===== config.mk =====
export PLATFORM = sky130hd
export DESIGN_NAME = pipelined_alu_unit_flat
export DESIGN_NICKNAME = d
export VERILOG_FILES = /design/src/rtl/pipelined_alu_unit_if.sv /design/src/rtl/pipelined_alu_unit.sv /design/src/flat_wrapper.sv
export SDC_FILE = /design/constraint.sdc
export NUM_CORES = 2
export LEC_CHECK = 0
export ABC_AREA = 1
export ABC_CLOCK_PERIOD_IN_PS = 5500
export CAP_MARGIN = 20
export CORE_ASPECT_RATIO = 0.75
export CORE_UTILIZATION = 25
export CTS_BUF_LIST = sky130_fd_sc_hd__clkbuf_4 sky130_fd_sc_hd__clkbuf_8
export DETAILED_ROUTE_END_ITERATION = 6
export PLACE_DENSITY = 0.4
export SETUP_SLACK_MARGIN = 0.4
export SLEW_MARGIN = 20
export SYNTH_ARGS = -nofsm -noshare
export SYNTH_HDL_FRONTEND = slang
export SYNTH_SLANG_ARGS = --single-unit

===== constraint.sdc =====
create_clock -name clock -period 5.5 [get_ports clock]
set_input_delay 0.825 -clock clock [delete_from_list [all_inputs] [get_ports clock]]
set_output_delay 0.825 -clock clock [all_outputs]
set_load 0.01 [all_outputs]

===== src/rtl/pipelined_alu_unit_if.sv =====
// Issue/writeback bundle for pipelined_alu_unit.
// master: issue side (drives request, branch update and flush; receives resp/bypass/busy).
// slave:  the ALU unit itself.
// Bypass vectors are flat; slice k belongs to stage k (slot 0 is the issuing uop).
interface pipelined_alu_unit_if #(
   parameter int unsigned XLEN      = 64,
   parameter int unsigned STAGES    = 1,
   parameter int unsigned BR_MASK_W = 20,
   parameter int unsigned ROB_IDX_W = 7,
   parameter int unsigned PREG_W    = 7
);
   logic                      io_req_valid;
   logic [3:0]                io_req_fn;
   logic                      io_req_dw;
   logic [XLEN-1:0]           io_req_in1;
   logic [XLEN-1:0]           io_req_in2;
   logic [BR_MASK_W-1:0]      io_req_br_mask;
   logic [ROB_IDX_W-1:0]      io_req_rob_idx;
   logic [PREG_W-1:0]         io_req_pdst;
   logic [1:0]                io_req_dst_rtype;
   logic                      io_req_kill;
   logic [BR_MASK_W-1:0]      io_brupdate_resolve_mask;
   logic [BR_MASK_W-1:0]      io_brupdate_mispredict_mask;
   logic                      io_flush;

   logic                      io_resp_valid;
   logic [ROB_IDX_W-1:0]      io_resp_rob_idx;
   logic [PREG_W-1:0]         io_resp_pdst;
   logic [1:0]                io_resp_dst_rtype;
   logic [XLEN-1:0]           io_resp_data;
   logic [STAGES-1:0]         io_bypass_valid;
   logic [STAGES*PREG_W-1:0]  io_bypass_pdst;
   logic [STAGES*2-1:0]       io_bypass_dst_rtype;
   logic [STAGES*XLEN-1:0]    io_bypass_data;
   logic                      io_busy;

   modport master (
      output io_req_valid, io_req_fn, io_req_dw, io_req_in1, io_req_in2, io_req_br_mask,
             io_req_rob_idx, io_req_pdst, io_req_dst_rtype, io_req_kill,
             io_brupdate_resolve_mask, io_brupdate_mispredict_mask, io_flush,
      input  io_resp_valid, io_resp_rob_idx, io_resp_pdst, io_resp_dst_rtype, io_resp_data,
             io_bypass_valid, io_bypass_pdst, io_bypass_dst_rtype, io_bypass_data, io_busy
   );

   modport slave (
      input  io_req_valid, io_req_fn, io_req_dw, io_req_in1, io_req_in2, io_req_br_mask,
             io_req_rob_idx, io_req_pdst, io_req_dst_rtype, io_req_kill,
             io_brupdate_resolve_mask, io_brupdate_mispredict_mask, io_flush,
      output io_resp_valid, io_resp_rob_idx, io_resp_pdst, io_resp_dst_rtype, io_resp_data,
             io_bypass_valid, io_bypass_pdst, io_bypass_dst_rtype, io_bypass_data, io_busy
   );
endinterface


===== src/rtl/pipelined_alu_unit.sv =====
// Integer ALU execution unit with a fixed STAGES-cycle result latency.
// Ports:
//   clock  - clock
//   reset  - asynchronous active-low reset
//   io     - pipelined_alu_unit_if.slave: request, branch update, flush, writeback
//            response, per-stage bypass and busy.
// The result is computed combinationally at issue and carried with the uop tags down a
// no-stall pipeline. Every stage drops uops hit by a flush or a mispredicted branch and
// clears resolved branch bits as the uop moves forward.
module pipelined_alu_unit #(
   parameter int unsigned XLEN      = 64,
   parameter int unsigned STAGES    = 1,
   parameter int unsigned BR_MASK_W = 20,
   parameter int unsigned ROB_IDX_W = 7,
   parameter int unsigned PREG_W    = 7
) (
   input logic                clock,
   input logic                reset,
   pipelined_alu_unit_if.slave io
);

   localparam int unsigned ShW = (XLEN == 64) ? 6 : 5;

   typedef enum logic [3:0] {
      FnAdd  = 4'd0,
      FnSll  = 4'd1,
      FnSlt  = 4'd2,
      FnSltu = 4'd3,
      FnXor  = 4'd4,
      FnSrl  = 4'd5,
      FnOr   = 4'd6,
      FnAnd  = 4'd7,
      FnSub  = 4'd8,
      FnSra  = 4'd13,
      FnCopy = 4'd15
   } alu_fn_e;

   function automatic logic killed(input logic [BR_MASK_W-1:0] mask,
                                   input logic [BR_MASK_W-1:0] mispredict,
                                   input logic                 flush);
      return flush | (|(mispredict & mask));
   endfunction

   // ------------------------------------------------------------------
   // Combinational ALU
   // ------------------------------------------------------------------
   logic [XLEN-1:0] res_full;
   logic [XLEN-1:0] res_ext;
   logic [XLEN-1:0] result;
   logic [31:0]     a32;
   logic [31:0]     b32;
   logic [31:0]     res32;
   logic [ShW-1:0]  sh_full;
   logic [4:0]      sh32;
   logic            word_op;
   logic            is_cmp;

   always_comb begin
      a32      = io.io_req_in1[31:0];
      b32      = io.io_req_in2[31:0];
      sh_full  = io.io_req_in2[ShW-1:0];
      sh32     = io.io_req_in2[4:0];
      word_op  = (XLEN == 64) && !io.io_req_dw;
      is_cmp   = 1'b0;
      res_full = '0;
      res32    = '0;
      case (io.io_req_fn)
         FnAdd: begin
            res_full = io.io_req_in1 + io.io_req_in2;
            res32    = a32 + b32;
         end
         FnSub: begin
            res_full = io.io_req_in1 - io.io_req_in2;
            res32    = a32 - b32;
         end
         FnSll: begin
            res_full = io.io_req_in1 << sh_full;
            res32    = a32 << sh32;
         end
         FnSrl: begin
            res_full = io.io_req_in1 >> sh_full;
            res32    = a32 >> sh32;
         end
         FnSra: begin
            res_full = $unsigned($signed(io.io_req_in1) >>> sh_full);
            res32    = $unsigned($signed(a32) >>> sh32);
         end
         // Compares always use the full datapath width, even for word ops.
         FnSlt: begin
            is_cmp      = 1'b1;
            res_full[0] = $signed(io.io_req_in1) < $signed(io.io_req_in2);
         end
         FnSltu: begin
            is_cmp      = 1'b1;
            res_full[0] = io.io_req_in1 < io.io_req_in2;
         end
         FnXor: begin
            res_full = io.io_req_in1 ^ io.io_req_in2;
            res32    = a32 ^ b32;
         end
         FnOr: begin
            res_full = io.io_req_in1 | io.io_req_in2;
            res32    = a32 | b32;
         end
         FnAnd: begin
            res_full = io.io_req_in1 & io.io_req_in2;
            res32    = a32 & b32;
         end
         FnCopy: begin
            res_full = io.io_req_in2;
            res32    = b32;
         end
         default: begin
            res_full = '0;
            res32    = '0;
         end
      endcase
      res_ext       = {XLEN{res32[31]}};
      res_ext[31:0] = res32;
      result        = (word_op && !is_cmp) ? res_ext : res_full;
   end

   // ------------------------------------------------------------------
   // Pipeline registers
   // ------------------------------------------------------------------
   logic [STAGES-1:0]    valid_q, valid_d;
   logic [BR_MASK_W-1:0] mask_q  [STAGES];
   logic [BR_MASK_W-1:0] mask_d  [STAGES];
   logic [ROB_IDX_W-1:0] rob_q   [STAGES];
   logic [ROB_IDX_W-1:0] rob_d   [STAGES];
   logic [PREG_W-1:0]    pdst_q  [STAGES];
   logic [PREG_W-1:0]    pdst_d  [STAGES];
   logic [1:0]           rtype_q [STAGES];
   logic [1:0]           rtype_d [STAGES];
   logic [XLEN-1:0]      data_q  [STAGES];
   logic [XLEN-1:0]      data_d  [STAGES];

   always_comb begin
      valid_d[0] = io.io_req_valid & ~io.io_req_kill &
                   ~killed(io.io_req_br_mask, io.io_brupdate_mispredict_mask, io.io_flush);
      mask_d[0]  = io.io_req_br_mask & ~io.io_brupdate_resolve_mask;
      rob_d[0]   = io.io_req_rob_idx;
      pdst_d[0]  = io.io_req_pdst;
      rtype_d[0] = io.io_req_dst_rtype;
      data_d[0]  = result;
      for (int k = 1; k < STAGES; k++) begin
         // Kill check uses the pre-resolve mask so a same-cycle resolve cannot save a uop.
         valid_d[k] = valid_q[k-1] &
                      ~killed(mask_q[k-1], io.io_brupdate_mispredict_mask, io.io_flush);
         mask_d[k]  = mask_q[k-1] & ~io.io_brupdate_resolve_mask;
         rob_d[k]   = rob_q[k-1];
         pdst_d[k]  = pdst_q[k-1];
         rtype_d[k] = rtype_q[k-1];
         data_d[k]  = data_q[k-1];
      end
   end

   always_ff @(posedge clock or negedge reset) begin
      if (!reset) begin
         valid_q <= '0;
         for (int k = 0; k < STAGES; k++) begin
            mask_q[k]  <= '0;
            rob_q[k]   <= '0;
            pdst_q[k]  <= '0;
            rtype_q[k] <= '0;
            data_q[k]  <= '0;
         end
      end else begin
         valid_q <= valid_d;
         for (int k = 0; k < STAGES; k++) begin
            mask_q[k]  <= mask_d[k];
            rob_q[k]   <= rob_d[k];
            pdst_q[k]  <= pdst_d[k];
            rtype_q[k] <= rtype_d[k];
            data_q[k]  <= data_d[k];
         end
      end
   end

   // ------------------------------------------------------------------
   // Writeback and bypass
   // ------------------------------------------------------------------
   logic [STAGES-1:0]        byp_valid;
   logic [STAGES*PREG_W-1:0] byp_pdst;
   logic [STAGES*2-1:0]      byp_rtype;
   logic [STAGES*XLEN-1:0]   byp_data;
   logic                     resp_valid;

   always_comb begin
      byp_valid = '0;
      byp_pdst  = '0;
      byp_rtype = '0;
      byp_data  = '0;
      resp_valid = valid_q[STAGES-1] &
                   ~killed(mask_q[STAGES-1], io.io_brupdate_mispredict_mask, io.io_flush);
      // Slot 0 is a combinational path from the request; hold it quiet during reset.
      if (reset) begin
         byp_valid[0]      = io.io_req_valid & ~io.io_req_kill & ~io.io_flush;
         byp_pdst[PREG_W-1:0] = io.io_req_pdst;
         byp_rtype[1:0]    = io.io_req_dst_rtype;
         byp_data[XLEN-1:0] = result;
      end
      for (int k = 1; k < STAGES; k++) begin
         byp_valid[k] = valid_q[k-1] &
                        ~killed(mask_q[k-1], io.io_brupdate_mispredict_mask, io.io_flush);
         byp_pdst[k*PREG_W +: PREG_W] = pdst_q[k-1];
         byp_rtype[k*2 +: 2]          = rtype_q[k-1];
         byp_data[k*XLEN +: XLEN]     = data_q[k-1];
      end
   end

   assign io.io_resp_valid       = resp_valid;
   assign io.io_resp_rob_idx     = rob_q[STAGES-1];
   assign io.io_resp_pdst        = pdst_q[STAGES-1];
   assign io.io_resp_dst_rtype   = rtype_q[STAGES-1];
   assign io.io_resp_data        = data_q[STAGES-1];
   assign io.io_bypass_valid     = byp_valid;
   assign io.io_bypass_pdst      = byp_pdst;
   assign io.io_bypass_dst_rtype = byp_rtype;
   assign io.io_bypass_data      = byp_data;
   assign io.io_busy             = |valid_q;

endmodule


===== src/flat_wrapper.sv =====
// flat-port wrapper written by rule: the top's interface ports become plain ports
module pipelined_alu_unit_flat 
#(
   parameter int unsigned XLEN      = 64,
   parameter int unsigned STAGES    = 1,
   parameter int unsigned BR_MASK_W = 20,
   parameter int unsigned ROB_IDX_W = 7,
   parameter int unsigned PREG_W    = 7
)
  (clock, reset, io_io_req_valid, io_io_req_fn, io_io_req_dw, io_io_req_in1, io_io_req_in2, io_io_req_br_mask, io_io_req_rob_idx, io_io_req_pdst, io_io_req_dst_rtype, io_io_req_kill, io_io_brupdate_resolve_mask, io_io_brupdate_mispredict_mask, io_io_flush, io_io_resp_valid, io_io_resp_rob_idx, io_io_resp_pdst, io_io_resp_dst_rtype, io_io_resp_data, io_io_bypass_valid, io_io_bypass_pdst, io_io_bypass_dst_rtype, io_io_bypass_data, io_io_busy);
  pipelined_alu_unit_if #(.XLEN(XLEN), .STAGES(STAGES), .BR_MASK_W(BR_MASK_W), .ROB_IDX_W(ROB_IDX_W), .PREG_W(PREG_W)) io_i ();
  input logic clock;
  input logic reset;
  input wire logic [$bits(io_i.io_req_valid)-1:0] io_io_req_valid;
  input wire logic [$bits(io_i.io_req_fn)-1:0] io_io_req_fn;
  input wire logic [$bits(io_i.io_req_dw)-1:0] io_io_req_dw;
  input wire logic [$bits(io_i.io_req_in1)-1:0] io_io_req_in1;
  input wire logic [$bits(io_i.io_req_in2)-1:0] io_io_req_in2;
  input wire logic [$bits(io_i.io_req_br_mask)-1:0] io_io_req_br_mask;
  input wire logic [$bits(io_i.io_req_rob_idx)-1:0] io_io_req_rob_idx;
  input wire logic [$bits(io_i.io_req_pdst)-1:0] io_io_req_pdst;
  input wire logic [$bits(io_i.io_req_dst_rtype)-1:0] io_io_req_dst_rtype;
  input wire logic [$bits(io_i.io_req_kill)-1:0] io_io_req_kill;
  input wire logic [$bits(io_i.io_brupdate_resolve_mask)-1:0] io_io_brupdate_resolve_mask;
  input wire logic [$bits(io_i.io_brupdate_mispredict_mask)-1:0] io_io_brupdate_mispredict_mask;
  input wire logic [$bits(io_i.io_flush)-1:0] io_io_flush;
  output wire logic [$bits(io_i.io_resp_valid)-1:0] io_io_resp_valid;
  output wire logic [$bits(io_i.io_resp_rob_idx)-1:0] io_io_resp_rob_idx;
  output wire logic [$bits(io_i.io_resp_pdst)-1:0] io_io_resp_pdst;
  output wire logic [$bits(io_i.io_resp_dst_rtype)-1:0] io_io_resp_dst_rtype;
  output wire logic [$bits(io_i.io_resp_data)-1:0] io_io_resp_data;
  output wire logic [$bits(io_i.io_bypass_valid)-1:0] io_io_bypass_valid;
  output wire logic [$bits(io_i.io_bypass_pdst)-1:0] io_io_bypass_pdst;
  output wire logic [$bits(io_i.io_bypass_dst_rtype)-1:0] io_io_bypass_dst_rtype;
  output wire logic [$bits(io_i.io_bypass_data)-1:0] io_io_bypass_data;
  output wire logic [$bits(io_i.io_busy)-1:0] io_io_busy;
  assign io_i.io_req_valid = io_io_req_valid;
  assign io_i.io_req_fn = io_io_req_fn;
  assign io_i.io_req_dw = io_io_req_dw;
  assign io_i.io_req_in1 = io_io_req_in1;
  assign io_i.io_req_in2 = io_io_req_in2;
  assign io_i.io_req_br_mask = io_io_req_br_mask;
  assign io_i.io_req_rob_idx = io_io_req_rob_idx;
  assign io_i.io_req_pdst = io_io_req_pdst;
  assign io_i.io_req_dst_rtype = io_io_req_dst_rtype;
  assign io_i.io_req_kill = io_io_req_kill;
  assign io_i.io_brupdate_resolve_mask = io_io_brupdate_resolve_mask;
  assign io_i.io_brupdate_mispredict_mask = io_io_brupdate_mispredict_mask;
  assign io_i.io_flush = io_io_flush;
  assign io_io_resp_valid = io_i.io_resp_valid;
  assign io_io_resp_rob_idx = io_i.io_resp_rob_idx;
  assign io_io_resp_pdst = io_i.io_resp_pdst;
  assign io_io_resp_dst_rtype = io_i.io_resp_dst_rtype;
  assign io_io_resp_data = io_i.io_resp_data;
  assign io_io_bypass_valid = io_i.io_bypass_valid;
  assign io_io_bypass_pdst = io_i.io_bypass_pdst;
  assign io_io_bypass_dst_rtype = io_i.io_bypass_dst_rtype;
  assign io_io_bypass_data = io_i.io_bypass_data;
  assign io_io_busy = io_i.io_busy;
  pipelined_alu_unit #(.XLEN(XLEN), .STAGES(STAGES), .BR_MASK_W(BR_MASK_W), .ROB_IDX_W(ROB_IDX_W), .PREG_W(PREG_W)) u_core (.clock(clock), .reset(reset), .io(io_i));
endmodule

## Word-level counts from Yosys, hierarchy flattened

Index checks and enable logic that the tools add are counted.

| word-level totals | value |
|---|---|
| bits in registers | 101 |
| output and inout port bits | 156 |
| logic and storage cells | 64 |
| input port bits | 214 |

| operators by class | value |
|---|---|
| bitwise gates (word level) | 20 |
| order comparisons | 2 |
| shift operators | 6 |
| multiplexer cells | 9 |
| add/subtract/negate cells | 4 |
| reduce and logical (&&, ||, !) cells | 7 |
| equal/unequal tests | 10 |

Operator list:

| kind | count |
|---|---|
| $pmux 63 s9 | 1 |
| $pmux 32 s9 | 1 |
| $lt 64x64->1 | 2 |
| $mux 64 | 2 |
| $add 64x64->64 | 1 |
| $and 64x64->64 | 1 |
| $or 64x64->64 | 1 |
| $shl 64x6->64 | 1 |
| $shr 64x6->64 | 1 |
| $sshr 64x6->64 | 1 |
| $sub 64x64->64 | 1 |
| $xor 64x64->64 | 1 |
| $and 20x20->20 | 3 |
| $reduce_or 20->1 | 2 |
| $add 32x32->32 | 1 |
| $and 32x32->32 | 1 |
| $or 32x32->32 | 1 |
| $shl 32x5->32 | 1 |
| $shr 32x5->32 | 1 |
| $sshr 32x5->32 | 1 |
| $sub 32x32->32 | 1 |
| $xor 32x32->32 | 1 |
| $not 20->20 | 1 |
| $eq 4x3->1 const B | 4 |
| other kinds (14) | 26 |

## Logic depth before layout (Yosys ltp)

| depth | value |
|---|---|
| depth after elaboration | 7 |
| mapped depth | 30 |
| mapped depth without buffers | 25 |

## Worst setup path after synthesis

Ideal clock, no wire load.

| timing path | value |
|---|---|
| kind | input to output |
| start point | input port io_io_req_in2[1] |
| end point | output port io_io_bypass_data[47] |
| path buffers | 6 |
| stages | 28 |
| data arrival time | 4.658 ns |
| data required time | 4.675 ns |
| slack | 0.017 ns |
| path through | buf_6 -> inv_2 -> buf_2 -> buf_2 -> buf_2 -> ha_1 -> nand3_1 -> nor2_1 -> nand2_1 -> nor2_1 -> nand4_1 -> nand3b_1 -> o21ai_1 -> o21ai_0 -> xor2_1 -> ha_1 -> nand2_1 -> nor3_1 -> nand2_1 -> nor3_1 -> a21oi_1 -> nand2_1 -> nand3_1 -> nand2_1 -> nand2_1 -> buf_6 -> buf_6 -> a21oi_2 |

| between the ends | value |
|---|---|
| cells in the longest elaborated chain, start to end | 4 |
| elaborated cells on any way between the ends | 14 |
| those cells by class | 4 x add/sub; 6 x shift; 4 x mux |

RTL lines:

| what | line | source |
|---|---|---|
| start: declaration | flat_wrapper.sv:18 | `input wire logic [$bits(io_i.io_req_in2)-1:0] io_io_req_in2;` |
| $sub 64x64->64 (tied with other cells) | pipelined_alu_unit.sv:73 | `res_full = io.io_req_in1 - io.io_req_in2;` |
| $pmux 63 s9 or $pmux 32 s9 (tied branches) | pipelined_alu_unit.sv:67 | `case (io.io_req_fn)` |
| $mux 64 (*) | pipelined_alu_unit.sv:120 | `result = (word_op && !is_cmp) ? res_ext : res_full;` |
| $mux 64 (*) | pipelined_alu_unit.sv:197 | `if (reset) begin` |
| end: declaration | flat_wrapper.sv:35 | `output wire logic [$bits(io_i.io_bypass_data)-1:0] io_io_bypass_data;` |

Every way passes the cells marked *; elsewhere a longest branch is shown, timed or not.

## Worst setup path in the final report

| timing path | value |
|---|---|
| start point | input port io_io_req_in2[0] |
| end point | output port io_io_bypass_data[63] |

The elaborated chain is that of the path after synthesis.

==> metrics.yaml <==
clock_tree:
  cts-htree-levels: 3
  cts_hold_buf: 0
  cts_num_sinks: 101
  cts-root-buf: "clkbuf_8"
  cts_buffer_depth: 2
  cts_buffers: 9
  path_clk_slew_ps: 160
  cts_tree: "done"
setup_path:
  slowest_delay_ps: 250
  critPathMostFrequentCell: "nor2_2"
  cp_num_buf_inv: 8
  crit_fanout: 5
  crit_arrival_ps: 4670
  cpLargestDelayFamily: "simple AND/OR/NAND/NOR gates"
  start_kind: "primary input"
  worst-endpoint-required_ps: 4680
  cp_slowest_cell: "ha_4"
  crit_type: "in2out"
  startpoint: "io_io_req_in2[0]"
  crit_path_end_kind: "output port"
global_routing:
  grt_pass1_vias: 45170
  grt_use_total_pct: 41.11
  grt_max_degree: 146
  grt_first_pass_wirelength_um: 359000
  grt-ovfl-total: 0
  antenna_found_initial: 23
route:
  via_per_inst: 5.358
  wl_um: 268800
  drt_iter0_drc: 7326
  firstDrtPassIters: 6
  via_count: 49720
  wire_per_inst_um: 28.96
  postRouteAntennaNets: 0
  drc: 0
power_and_ir_drop:
  p_per_area_nw_per_um2: 143.6
  ir_worst_vdd_v: 0.0001583
  power_mw: 6.979
  leakagePower_nw: 26.22
synthesis:
  yosysWarnings: 0
  synth_cells: 6177
  yosys.area.top_type_share_pct: 25.14
  synth_cell_types: 50
  syn_nets: 6618
  synth_top_cell_by_area: "nand2_1"
  seq_area_frac_synth_pct: 8.153
  synth.area.top_cells: "nand2_1, nand3_1, inv_1, ha_1, dfrtp_1"
  synth-seq-cells: 101
  synth_most_common_cell: "nand2_1"
  ys_async_sr_fraction_pct: 100.0
  ys.flop_type: "dfrtp_1"
  synth_edf_count: 0
  synthesis.area_um2: 31000
  synth_commonest_cells: "nand2_1, nand3_1, inv_1, nor2_1, a21oi_1"
  synth_area_per_cell_um2: 5.018
final_layout:
  seq_area_um2: 2527
  drive_above_1_share_pct: 23.20
  multiInputGateArea_um2: 25630
  fillCellCount: 13980
  nNetsFinal: 8072
  final_cells: 9280
  syn_to_final_growth_pct: 56.76
placement:
  io_buffers: 369
  dp_cells: 9169
  dp_hpwl_um: 229300
  routabilityCongestion: 1.071
floorplanning:
  core_area_um2: 122600
  start_util_pct: 25.28
  rows: 111
  fp.dieW_um: 408.6
  die_y_um: 307.0
  die_area_um2: 125400
  io_pins: 370
sta:
  hold_viol_final: 0
  period_minus_slack_ps: 5493
  rsz0062_at_grt: "true"
  fin_hold_ws_ps: 239.5
  worstMarginPinSlew_ps: 938.4
  setup_viol: 0
  post-route-period-util_pct: 99.87
  fin_setup_tns_ps: 0
  fmax_mhz: 182.1
  slew_headroom_pct: 37.44
  slew_viol_final: 0
min_path:
  hold_class: "in2async"
status:
  outcome: "finished, final reports clean"
job:
  cap_violations: 0
cells in the final DEF (no fill, tap or decap), drive strengths merged, types with 3 or more instances in the layout:
| cell | instances |
|---|---|
| o21ai | 233 |
| xor2 | 33 |
| o22ai | 50 |
| o2111ai | 4 |
| clkbuf | 14 |
| nor4 | 28 |
| dlygate4sd2 | 14 |
| or2 | 12 |
| nor2 | 542 |
| nand3b | 20 |
| dfrtp | 101 |
| o211ai | 32 |
| a21o | 5 |
| a221oi | 29 |
| fa | 3 |
| a31oi | 6 |
| nor3 | 63 |
| a21boi | 9 |
| and2 | 18 |
| o21bai | 24 |
| buf | 1411 |
| inv | 875 |
| clkdlybuf4s50 | 284 |
| dlymetal6s2s | 3 |
| nand3 | 1066 |
| nand4 | 90 |
| and3 | 4 |
| a21oi | 315 |
| o31ai | 4 |
| ha | 224 |
| clkinv | 11 |
| diode | 7 |
| a22o | 15 |
| nand2 | 2078 |
what timing repair did:
item	in CTS	in global routing
setup buffers	54	29
pin swaps	94	82
endpoints found under the setup margin	64	64
cloned	6	0
gates resized for setup	526	196
flip-flops by register name, indices dropped and copies added, names as in the netlist:
signal                       cells
u_core.io.io_busy                1
u_core.io.io_resp_rob_idx        7
u_core.io.io_resp_data          64
u_core.mask_q                   20
u_core.io.io_resp_dst_rtype      2
u_core.io.io_resp_pdst           7
worst paths after layout:
check,to,slack [ps],depth (start not counted)
setup / recovery,io_io_bypass_data[63],7,30
hold / removal,u_core.io.io_resp_data[30],240,1
max in group asynchronous,u_core.mask_q[15],4260,2
min in group clock,u_core.io.io_resp_rob_idx[2],720,1
routing by layer:
layer  wire length (um)  part of all wire [%]  GRT usage [%]  vias up
li1                   -                     -              -    22860
met1             122900                    46          59.99    23810
met2             100700                    37          54.51     2722
met3              36530                    14          15.41      304
met4               8487                   3.2          11.78       26
met5                154                 0.057              0        -
cell type report:
class / instances / area share [%]
Multi-Input combinational cell: 4918 / 52.75
Timing Repair inverter: 1 / 0.01287
Clock buffer: 9 / 0.2549
Tap cell: 1638 / 4.218
Inverter: 879 / 6.836
Timing Repair Buffer: 1721 / 30.57
Sequential cell: 101 / 5.201
Antenna cell: 7 / 0.03605
Clock inverter: 6 / 0.1184
power by group:
group,total [mW],switching (mW),internal (mW),leakage [nW]
Sequential,0.841,0.0234,0.817,1.28
Combinational,5.55,3.42,2.13,24.9
Clock,0.585,0.413,0.172,0.0937
stage by stage:
| stage | instance area, um^2 | setup slack, ps | util, % |
|---|---|---|---|
| 2_1_floorplan | 31140 | 416.8 | - |
| 3_3_place_gp | 46060 | -955.1 | 37.56 |
| 3_5_place_dp | 46060 | -979.2 | 37.56 |
| 4_1_cts | 47660 | 101.0 | 38.87 |
| 5_1_grt | 48580 | -187.7 | 39.61 |
| 6_report | 48590 | 7.245 | 39.62 |
cells by family after synthesis:
| group | share of synthesized area [%] |
|---|---|
| AO/OA/AOI/OAI | 13.45 |
| AND/OR/NAND/NOR | 53.73 |
| buffers and inverters | 14.47 |
| multiplexers | 0.03229 |
| flip-flops | 8.153 |
| XOR/XNOR | 0.9324 |
| adder cells (fa/ha/maj) | 9.235 |
Power figures use the tool's default switching activity.
